[config.mk]
export PLATFORM = sky130hd
export DESIGN_NAME = uart_alu_sequencer
export DESIGN_NICKNAME = d
export VERILOG_FILES = /design/src/rtl/uart_alu_sequencer.sv
export SDC_FILE = /design/constraint.sdc
export NUM_CORES = 1
export LEC_CHECK = 0
export BUFFER_PORTS_ARGS = -buffer_cell sky130_fd_sc_hd__buf_2
export CAP_MARGIN = 0
export CORE_ASPECT_RATIO = 1.25
export CORE_UTILIZATION = 53
export CTS_CLUSTER_SIZE = 30
export DETAILED_ROUTE_END_ITERATION = 8
export GPL_ROUTABILITY_DRIVEN = 0
export GPL_TIMING_DRIVEN = 0
export PLACE_DENSITY_LB_ADDON = 0.3
export SETUP_SLACK_MARGIN = 0.15
export SYNTH_ARGS = -nofsm -noshare
export SYNTH_HDL_FRONTEND = slang
export SYNTH_SLANG_ARGS = --single-unit
[constraint.sdc]
create_clock -name CLK -period 2.25 [get_ports CLK]
set_input_delay 0.3375 -clock CLK [delete_from_list [all_inputs] [get_ports CLK]]
set_output_delay 0.3375 -clock CLK [all_outputs]
set_load 0.02 [all_outputs]
[src/rtl/uart_alu_sequencer.sv]
// rtl/uart_alu_sequencer.sv - UART byte-stream to ALU frame controller
// Collects A, B, OP bytes, launches one TX byte per frame, resyncs on inter-byte timeout.
module uart_alu_sequencer #(
    parameter int NBIT_DATA      = 8,
    parameter int NBIT_OP        = 6,
    parameter int TIMEOUT_CYCLES = 1_000_000
) (
    input  logic                 CLK,
    input  logic                 RST_N,
    input  logic                 rx_done_tick,
    input  logic [NBIT_DATA-1:0] rx_data,
    input  logic [NBIT_DATA-1:0] alu_result,
    input  logic                 tx_done_tick,
    output logic [NBIT_DATA-1:0] alu_a,
    output logic [NBIT_DATA-1:0] alu_b,
    output logic [NBIT_OP-1:0]   alu_op,
    output logic [NBIT_DATA-1:0] tx_data,
    output logic                 tx_start,
    output logic                 busy,
    output logic                 frame_err,
    output logic                 overrun
);

    localparam bit            LP_TO_EN   = (TIMEOUT_CYCLES > 0);
    localparam int            CW         = LP_TO_EN ? $clog2(TIMEOUT_CYCLES + 1) : 1;
    localparam logic [CW-1:0] LP_CNT_MAX = CW'(LP_TO_EN ? TIMEOUT_CYCLES - 1 : 0);

    typedef enum logic [2:0] {
        ST_GET_A,
        ST_GET_B,
        ST_GET_OP,
        ST_EXEC,
        ST_WAIT_TX
    } state_t;

    state_t r_state;
    state_t w_state_nxt;

    logic [NBIT_DATA-1:0] r_alu_a,    w_alu_a_nxt;
    logic [NBIT_DATA-1:0] r_alu_b,    w_alu_b_nxt;
    logic [NBIT_OP-1:0]   r_alu_op,   w_alu_op_nxt;
    logic [NBIT_DATA-1:0] r_tx_data,  w_tx_data_nxt;
    logic                 r_tx_start, w_tx_start_nxt;
    logic                 r_busy,     w_busy_nxt;
    logic                 r_frame_err, w_frame_err_nxt;
    logic                 r_overrun,  w_overrun_nxt;
    logic [CW-1:0]        r_cnt,      w_cnt_nxt;

    logic w_in_frame;
    logic w_expire;

    // Only the mid-frame states are timed; a byte in the expiry cycle takes priority.
    assign w_in_frame = (r_state == ST_GET_B) || (r_state == ST_GET_OP);
    assign w_expire   = LP_TO_EN && w_in_frame && !rx_done_tick && (r_cnt == LP_CNT_MAX);

    always_ff @(posedge CLK or negedge RST_N) begin
        if (!RST_N) begin
            r_state <= ST_GET_A;
        end else begin
            r_state <= w_state_nxt;
        end
    end

    always_comb begin
        w_state_nxt = r_state;
        case (r_state)
            ST_GET_A: begin
                if (rx_done_tick) w_state_nxt = ST_GET_B;
            end
            ST_GET_B: begin
                if (rx_done_tick)  w_state_nxt = ST_GET_OP;
                else if (w_expire) w_state_nxt = ST_GET_A;
            end
            ST_GET_OP: begin
                if (rx_done_tick)  w_state_nxt = ST_EXEC;
                else if (w_expire) w_state_nxt = ST_GET_A;
            end
            ST_EXEC: begin
                w_state_nxt = ST_WAIT_TX;
            end
            ST_WAIT_TX: begin
                if (tx_done_tick) w_state_nxt = ST_GET_A;
            end
            default: begin
                w_state_nxt = ST_GET_A;
            end
        endcase
    end

    always_comb begin
        w_alu_a_nxt     = r_alu_a;
        w_alu_b_nxt     = r_alu_b;
        w_alu_op_nxt    = r_alu_op;
        w_tx_data_nxt   = r_tx_data;
        w_tx_start_nxt  = 1'b0;
        w_busy_nxt      = r_busy;
        w_frame_err_nxt = w_expire;
        w_overrun_nxt   = 1'b0;
        w_cnt_nxt       = '0;
        case (r_state)
            ST_GET_A: begin
                if (rx_done_tick) w_alu_a_nxt = rx_data;
            end
            ST_GET_B: begin
                if (rx_done_tick) w_alu_b_nxt = rx_data;
            end
            ST_GET_OP: begin
                if (rx_done_tick) begin
                    w_alu_op_nxt = rx_data[NBIT_OP-1:0];
                    w_busy_nxt   = 1'b1;
                end
            end
            ST_EXEC: begin
                w_tx_data_nxt  = alu_result;
                w_tx_start_nxt = 1'b1;
                w_overrun_nxt  = rx_done_tick;
            end
            ST_WAIT_TX: begin
                w_overrun_nxt = rx_done_tick;
                if (tx_done_tick) w_busy_nxt = 1'b0;
            end
            default: begin
                w_busy_nxt = 1'b0;
            end
        endcase
        // Counter is cleared by any accepted byte or by expiry, so it never wraps.
        if (LP_TO_EN && w_in_frame && !rx_done_tick && !w_expire) begin
            w_cnt_nxt = r_cnt + CW'(1);
        end
    end

    always_ff @(posedge CLK or negedge RST_N) begin
        if (!RST_N) begin
            r_alu_a     <= '0;
            r_alu_b     <= '0;
            r_alu_op    <= '0;
            r_tx_data   <= '0;
            r_tx_start  <= 1'b0;
            r_busy      <= 1'b0;
            r_frame_err <= 1'b0;
            r_overrun   <= 1'b0;
            r_cnt       <= '0;
        end else begin
            r_alu_a     <= w_alu_a_nxt;
            r_alu_b     <= w_alu_b_nxt;
            r_alu_op    <= w_alu_op_nxt;
            r_tx_data   <= w_tx_data_nxt;
            r_tx_start  <= w_tx_start_nxt;
            r_busy      <= w_busy_nxt;
            r_frame_err <= w_frame_err_nxt;
            r_overrun   <= w_overrun_nxt;
            r_cnt       <= w_cnt_nxt;
        end
    end

    assign alu_a     = r_alu_a;
    assign alu_b     = r_alu_b;
    assign alu_op    = r_alu_op;
    assign tx_data   = r_tx_data;
    assign tx_start  = r_tx_start;
    assign busy      = r_busy;
    assign frame_err = r_frame_err;
    assign overrun   = r_overrun;

endmodule

# [Word-level counts from Yosys, hierarchy flattened]
# Index checks and enable logic that the tools add are counted.
[totals] reg_bits=57 in_bits=20 out_inout_bits=34 elab_cells=46
[op_classes] addsub=1 n_eq_ne=8 muxes=12 bitwise=1 reduce_logical=14
[ops] op="20-bit by 1-bit adder with 20-bit output, second input constant" n=1
[ops] op="20-bit == test, second input constant" n=1
[ops] op="20-bit two-way mux" n=1
[ops] op="3-bit two-way mux" n=5
[ops] op="3-bit case mux with 5 select lines" n=1
[ops] op="2-bit AND reduction" n=4
[ops] op="3-bit by 2-bit == test with 1-bit output, second input constant" n=2
[ops] op="2-bit != test, second input constant" n=3
[ops] op="1-bit two-way mux" n=4
[ops] op="3-bit by 1-bit == test with 1-bit output, second input constant" n=1
[ops] op="3-bit == test, second input constant" n=1
[ops] op="1-bit logical AND" n=3
[ops] op="3-bit zero test" n=1
[ops] op="1-bit case mux with 3 select lines" n=1
[ops] op="3-bit AND reduction" n=1
[ops] op="3-bit OR reduction" n=1
[ops] op="1-bit zero test" n=2
[ops] op="2-bit OR reduction" n=1
[ops] op="1-bit logical OR" n=1
[ops] op="1-bit inverter" n=1

# [Longest topological paths before layout]
# Gate-level depths: netlist (run 1).
[depth] word_depth=7 depth_mapped=7 ltp_nobuf=5

# [Worst setup path before layout (run 1)]
# Ideal clock, no wire load.
[synth_timing] path_type="register to register" from="register r_cnt[7]" to="register r_cnt[8]" setup_ns=0.118 arrival_ns=1.866 required_time_ns=2.132 path_slack_ns=0.266 stages_incl_launch_ff=6 path_buffers=1 period_less_slack_ns=1.984 path_cell_list="dfrtp_1 -> or4_1 -> or4_4 -> o21bai_4 -> buf_6 -> nor2_1"
[synth_between] elab_chain_cells=5 elab_cells_between_ends=6 cone_classes="add/sub: 1; eq/ne: 1; mux: 1; reduce/logical: 3"
[synth_lines] item="from (decl)" line="47" source="logic [CW-1:0] r_cnt, w_cnt_nxt;"
[synth_lines] item="from (signal assigned)" line="152" source="r_cnt <= w_cnt_nxt;"
[synth_lines] item="branches (longest 4 deep; another with 20-bit by 1-bit adder with 20-bit output)"
[synth_lines] item="20-bit two-way mux *" line="127" source="if (LP_TO_EN && w_in_frame && !rx_done_tick && !w_expire) begin"
[synth_lines] item="via w_cnt_nxt[8]" line="47"
# Mark *: on every way through the listed nets, which the timed path passes.
# A chain may end at the register's enable or synchronous reset.

# [Worst setup path in the final report (run 1)]
[layout_timing] from="register r_cnt[11]" to="register r_cnt[11]"
# The elaborated chain is that of the path after synthesis.

==> impl_metrics.py, run 1 <==
metrics = {
    "clock_network": {
        "clock-sinks": 57,
        "cts_root_buffer": "clkbuf_8",
        "cts_tree": "yes",
        "cts.reportedPaths.clkPinSlew_ps": 70,
        "clkLatencyLatePin_ps": 330,
        "clk_path_buf_depth": 2,
        "cts_buffers": 9,
        "h-tree-depth": 3,
    },
    "timing": {
        "min_period_ps": 2011,
        "finalHoldWorstSlack_ps": 217.4,
        "setup_viol": 0,
        "setup_tns_ps": 0,
        "tightest_slew_ps": 731.4,
        "fmax_mhz": 497.3,
        "rsz0062_at_grt": "true",
        "report.final.slew_viol_count": 0,
        "hold_viol": 0,
        "relSlewSlack": 0.5106,
        "skew_ps": 6.111,
        "fin_crit_sh": 0.8936,
    },
    "setup_path": {
        "worstSetupPathType": "flip-flop to flip-flop",
        "critPathLaunch": "r_cnt[11]$_DFF_PN0_",
        "worstPathMaxFanout": 10,
        "cp-start-kind": "flip-flop",
        "critPathRequiredTime_ps": 2470,
        "r2r-start": "r_cnt[11]$_DFF_PN0_",
        "crit_path_end": "r_cnt[11]$_DFF_PN0_",
        "r2r_slack_ps": 240,
        "crit_path_end_kind": "flip-flop",
        "worstPathArrival_ps": 2230,
        "worst_r2r_endpoint": "r_cnt[11]$_DFF_PN0_",
        "r2r_cells": 5,
    },
    "yosys": {
        "async_flop_share": 1.000,
        "syn-num-nets": 210,
        "syn_area_um2": 2392,
        "ys_ff_latch": 57,
        "synth_compound_gate_area_share": 0.05387,
        "synth.area.top_cells": "dfrtp_1 60%, mux2_2 14%, xor2_1 3.7%",
        "seq_area_frac_synth": 0.5962,
        "ys_top_cells_by_count": "57 x dfrtp_1, 30 x mux2_2, 18 x nor2_1, 10 x xor2_1, 9 x nand3_1",
        "yosysMostFrequentCell": "dfrtp_1",
        "synth-edff-count": 0,
        "synthMuxAreaShare": 0.1412,
        "synth_top_family_by_area": "multiplexers",
        "avgSynthCellArea_um2": 12.66,
        "synth_top_area_frac": 0.5962,
        "synth_top_cell_by_area": "dfrtp_1",
        "synth_top_flop_cell": "dfrtp_1",
        "synth_xor_area_frac": 0.04759,
        "synthAdderAreaFrac": 0.005230,
        "synthSimpleGateAreaFrac": 0.1386,
        "ys_types": 32,
        "syn_inst": 189,
        "yosys_warnings": 0,
    },
    "global_routing": {
        "gr-total-overflow": 0,
        "grt_max_degree": 58,
        "grt_pass1_wl_mm": 7.265,
        "grt_pass1_vias": 1643,
        "track_usage": 0.2145,
        "antenna_found_initial": 0,
    },
    "routing": {
        "wl_per_cell_um": 14.76,
        "wl_mm": 4.693,
        "post-route-drc-count": 0,
        "via_count": 1727,
        "drt_iter0_drc": 72,
        "drtAntennaViolNets": 0,
        "first_pass_iters": 4,
        "vias_per_cell": 5.431,
    },
    "die": {
        "core.rowCount": 26,
        "initial_core_util": 0.5701,
        "dieHeight_um": 77.12,
        "io_pins": 54,
        "die_area_um2": 4788,
        "core_area_um2": 4197,
        "die_w_um": 62.09,
    },
    "final_layout": {
        "antennaDiodeCount": 0,
        "design_area_um2": 3008,
        "drive_gt1_frac": 0.4122,
        "nets": 278,
        "area.growth.synth_to_final_pct": 25.73,
    },
    "job": {
        "drv_cap": 0,
    },
    "hold_path": {
        "hold_path_class": "input port to flip-flop",
    },
    "placement": {
        "port_buffers": 53,
        "dp.final_hpwl_mm": 3.010,
        "placed_area_um2": 2728,
    },
    "run_status": {
        "status": "complete, no violations",
    },
    "power_and_ir_drop": {
        "power_density_nw_per_um2": 1320,
        "peakVddDrop_mv": 0.6493,
        "p_leak_nw": 1.367,
    },
}
## sequential cells by signal, indices dropped and copies added (netlist names)
name and flops:
alu_op 6, r_cnt 20, busy 1, r_state 3, alu_a 8, frame_err 1
tx_start 1, tx_data 8, alu_b 8, overrun 1
## report_power, final
part | total [mW] | internal, mW | switching [mW]
Sequential | 1.54 | 1.35 | 0.186
Clock | 1.07 | 0.679 | 0.393
Combinational | 1.36 | 0.590 | 0.766
Total | 3.97 | 2.62 | 1.34
## repair_timing
action,CTS,global route
setup endpoints to repair,10,19
hold endpoints to repair,0,4
gates resized for setup,0,2
pin swaps,1,1
hold buffers,0,1
buffers inserted,2,0
## layer usage
layer | global-route usage | wire, um | vias to the layer above
li1 | - | - | 815
met2 | 0.3436 | 2425 | 51
met4 | 0.1400 | 118 | 0
met1 | 0.2469 | 1926 | 852
met5 | 0 | 0 | -
met3 | 0.04553 | 223 | 9
## stage by stage
stage | utilization | instances | power, mW | setup slack (ps)
4_1_cts | 0.7081 | 316 | 3.984 | 198.8
6_report | 0.7168 | 318 | 3.969 | 239.3
3_5_place_dp | 0.6500 | 298 | 2.880 | 99.10
2_1_floorplan | - | 189 | 2.432 | 265.6
3_3_place_gp | 0.6500 | 298 | 2.838 | 91.39
5_1_grt | 0.7168 | 318 | 4.207 | 147.0
## worst min-delay path by stage
stage / end / slack (ps) / from / depth (start not counted)
global placement: r_cnt[0]$_DFF_PN0_ / 470 / r_cnt[0]$_DFF_PN0_ / 1
global route: r_state[2]$_DFFE_PN0P_ / 220 / tx_done_tick / 2
CTS: r_state[2]$_DFFE_PN0P_ / 220 / tx_done_tick / 2
finish: r_state[2]$_DFFE_PN0P_ / 220 / tx_done_tick / 2
floorplan: alu_a[0]$_DFFE_PN0P_ / 40 / RST_N / 0
detailed placement: r_state[0]$_DFFE_PN0P_ / 480 / r_state[2]$_DFFE_PN0P_ / 1
## critical path, stage by stage (launching register included)
cell and delay [ps]:
dfrtp_1 410, or4_1 510, or4_4 580, o21bai_4 170, buf_6 160, nor2_1 60
## cell families after synthesis
logic type | Yosys count
adder cells (fa/ha/maj) | 1
AO/OA/AOI/OAI | 19
XOR/XNOR | 13
flip-flops | 57
AND/OR/NAND/NOR | 60
multiplexers | 30
buffers and inverters | 9
## layout by cell type (no fill, tap or decap), types with 3 or more instances in the layout
master	instances
nand2b_1	3
xnor2_1	3
clkbuf_1	5
or3_1	5
and4_1	4
nand4_1	5
nand3_1	8
xor2_1	10
dfrtp_1	56
a21oi_1	6
o21ai_0	6
mux2_2	30
nor2_1	18
clkbuf_8	11
nand2_1	5
inv_1	3
buf_2	53
## cell type report
cell class	instances	area [um^2]
sequential	57	1428
fill	279	1189
multi-input combinational	123	929.6
timing repair buffer	57	310.3
clock buffer	11	151.4
clock inverter	5	77.57
tap	56	70.07
buffer	6	30.03
inverter	3	11.26
Power figures use the tool's default switching activity.
==> run 2: changes to the inputs <==
MAX_ROUTING_LAYER = met4   (was not set)
==> run 2 against run 1 <==
Against the previous run: fmax shrank 0.24%; die area unchanged; clock power about the same; sequential cell count unchanged; via count is 0.93% lower.
==> impl_metrics.py, run 2 (synthesized netlist as in run 1, its figures left out) <==
metrics = {
    "timing": {
        "fmax_mhz": 496.2,
        "setup_viol": 0,
        "hold_viol": 0,
        "rsz0062_at_grt": "true",
        "fin_ws_ps": 234.6,
        "tightest_slew_ps": 698.3,
        "relSlewSlack": 0.5328,
        "skew_ps": 6.740,
        "min_period_ps": 2015,
        "finalHoldWorstSlack_ps": 214.6,
        "report.final.slew_viol_count": 0,
        "fin_crit_sh": 0.8958,
        "setup_tns_ps": 0,
    },
    "setup_path": {
        "cp-start-kind": "flip-flop",
        "max_stage_delay_ps": 580,
        "r2r_slack_ps": 230,
        "worstPathMaxFanout": 10,
        "critPathRequiredTime_ps": 2470,
        "cp_cell_sequence": "or4_1 > or4_4 > o21bai_4 > buf_6 > nor2_1",
        "worstSetupPathType": "flip-flop to flip-flop",
        "worst_path_max_delay_cell": "or4_4",
        "crit_path_end_kind": "flip-flop",
        "worstPathArrival_ps": 2230,
    },
    "routing": {
        "wl_mm": 4.703,
        "via_count": 1711,
        "drtAntennaViolNets": 0,
        "post-route-drc-count": 0,
        "wl_per_cell_um": 14.79,
        "drt_iter0_drc": 88,
        "vias_per_cell": 5.381,
        "first_pass_iters": 4,
    },
    "clock_network": {
        "clk_path_buf_depth": 2,
        "clock-sinks": 57,
        "h-tree-depth": 3,
        "cts_root_buffer": "clkbuf_8",
        "clkLatencyLatePin_ps": 330,
        "cts_buffers": 9,
        "cts.reportedPaths.clkPinSlew_ps": 70,
        "cts_tree": "yes",
    },
    "global_routing": {
        "antenna_found_initial": 0,
        "grt_max_degree": 58,
        "gr-total-overflow": 0,
        "track_usage": 0.2206,
        "grt_pass1_wl_mm": 7.279,
        "grt_pass1_vias": 1645,
    },
    "die": {
        "io_pins": 54,
        "initial_core_util": 0.5701,
        "dieHeight_um": 77.12,
        "die_w_um": 62.09,
        "core.rowCount": 26,
        "core_area_um2": 4197,
        "die_area_um2": 4788,
    },
    "placement": {
        "port_buffers": 53,
        "place_ws_ps": 99.10,
        "placed_area_um2": 2728,
        "dp.final_hpwl_mm": 3.010,
    },
    "run_status": {
        "status": "complete, no violations",
    },
    "final_layout": {
        "layout_common_cells": "56 x dfrtp_1, 53 x buf_2, 30 x mux2_2",
        "final_common_cell": "dfrtp_1",
        "antennaDiodeCount": 0,
        "final_util": 0.7168,
        "drive_gt1_frac": 0.4122,
        "largest_reg_flops": 20,
        "nets": 278,
        "largest_register": "r_cnt",
        "design_area_um2": 3008,
        "area.growth.synth_to_final_pct": 25.73,
    },
    "job": {
        "drv_cap": 0,
    },
    "power_and_ir_drop": {
        "peakVddDrop_mv": 0.6485,
        "p_leak_nw": 1.367,
        "power_density_nw_per_um2": 1320,
    },
    "hold_path": {
        "hold_path_class": "input port to flip-flop",
    },
}
==> run 2: cell counts in the layout (fill, tap and decap cells not counted) <==
No cell type changed its count.
==> run 2: worst max-delay path: cells and delay by family (launching register included) <==
kind	cells	cell delay, ps
and+or+nand+nor	3	1150
buffers and inverters	1	160
DFF	1	410
AOI/OAI and AO/OA	1	170
==> run 2: report_power, final <==
part	switching, mW	internal [mW]	total, mW
Sequential	0.185	1.35	1.54
Clock	0.393	0.679	1.07
Combinational	0.766	0.590	1.36
==> run 2: per-layer routing <==
layer,GRT usage,vias up,part of all wire
met2,0.3436,51,0.52
met4,0.1400,0,0.026
met1,0.2480,841,0.41
li1,-,810,-
met5,-,-,0
met3,0.04553,9,0.046
==> run 2: area by class of cell <==
cell class,instances,area [um^2]
clock inverters,5,77.57
flip-flops and latches,57,1428
fillers,279,1189
plain buffers,6,30.03
repair buffers,57,310.3
clock buffers,11,151.4
well taps,56,70.07
multi-input cells,123,929.6
inverters,3,11.26
==> run 2: worst paths after layout <==
path | startpoint | to | depth (start not counted)
max in group asynchronous | RST_N | r_cnt[12]$_DFF_PN0_ | 3
max | r_cnt[11]$_DFF_PN0_ | r_cnt[10]$_DFF_PN0_ | 5
min | tx_done_tick | r_state[2]$_DFFE_PN0P_ | 2
max reg2reg | r_cnt[11]$_DFF_PN0_ | r_cnt[10]$_DFF_PN0_ | 5
min reg2reg | r_cnt[0]$_DFF_PN0_ | r_cnt[0]$_DFF_PN0_ | 1
min in group asynchronous | RST_N | alu_a[6]$_DFFE_PN0P_ | 2
==> run 2: timing repair <==
item / CTS / global route
pin swaps: 1 / 1
setup endpoints to repair: 10 / 19
hold buffers: 0 / 1
resized for setup: 0 / 2
buffers inserted: 2 / 0
endpoints found under the hold margin: 0 / 4
==> run 2: metrics by stage <==
stage | std cells | power, mW
floorplan | 189 | 2.432
global placement | 298 | 2.838
detailed placement | 298 | 2.880
CTS | 316 | 3.984
global route | 318 | 4.206
finish | 318 | 3.969
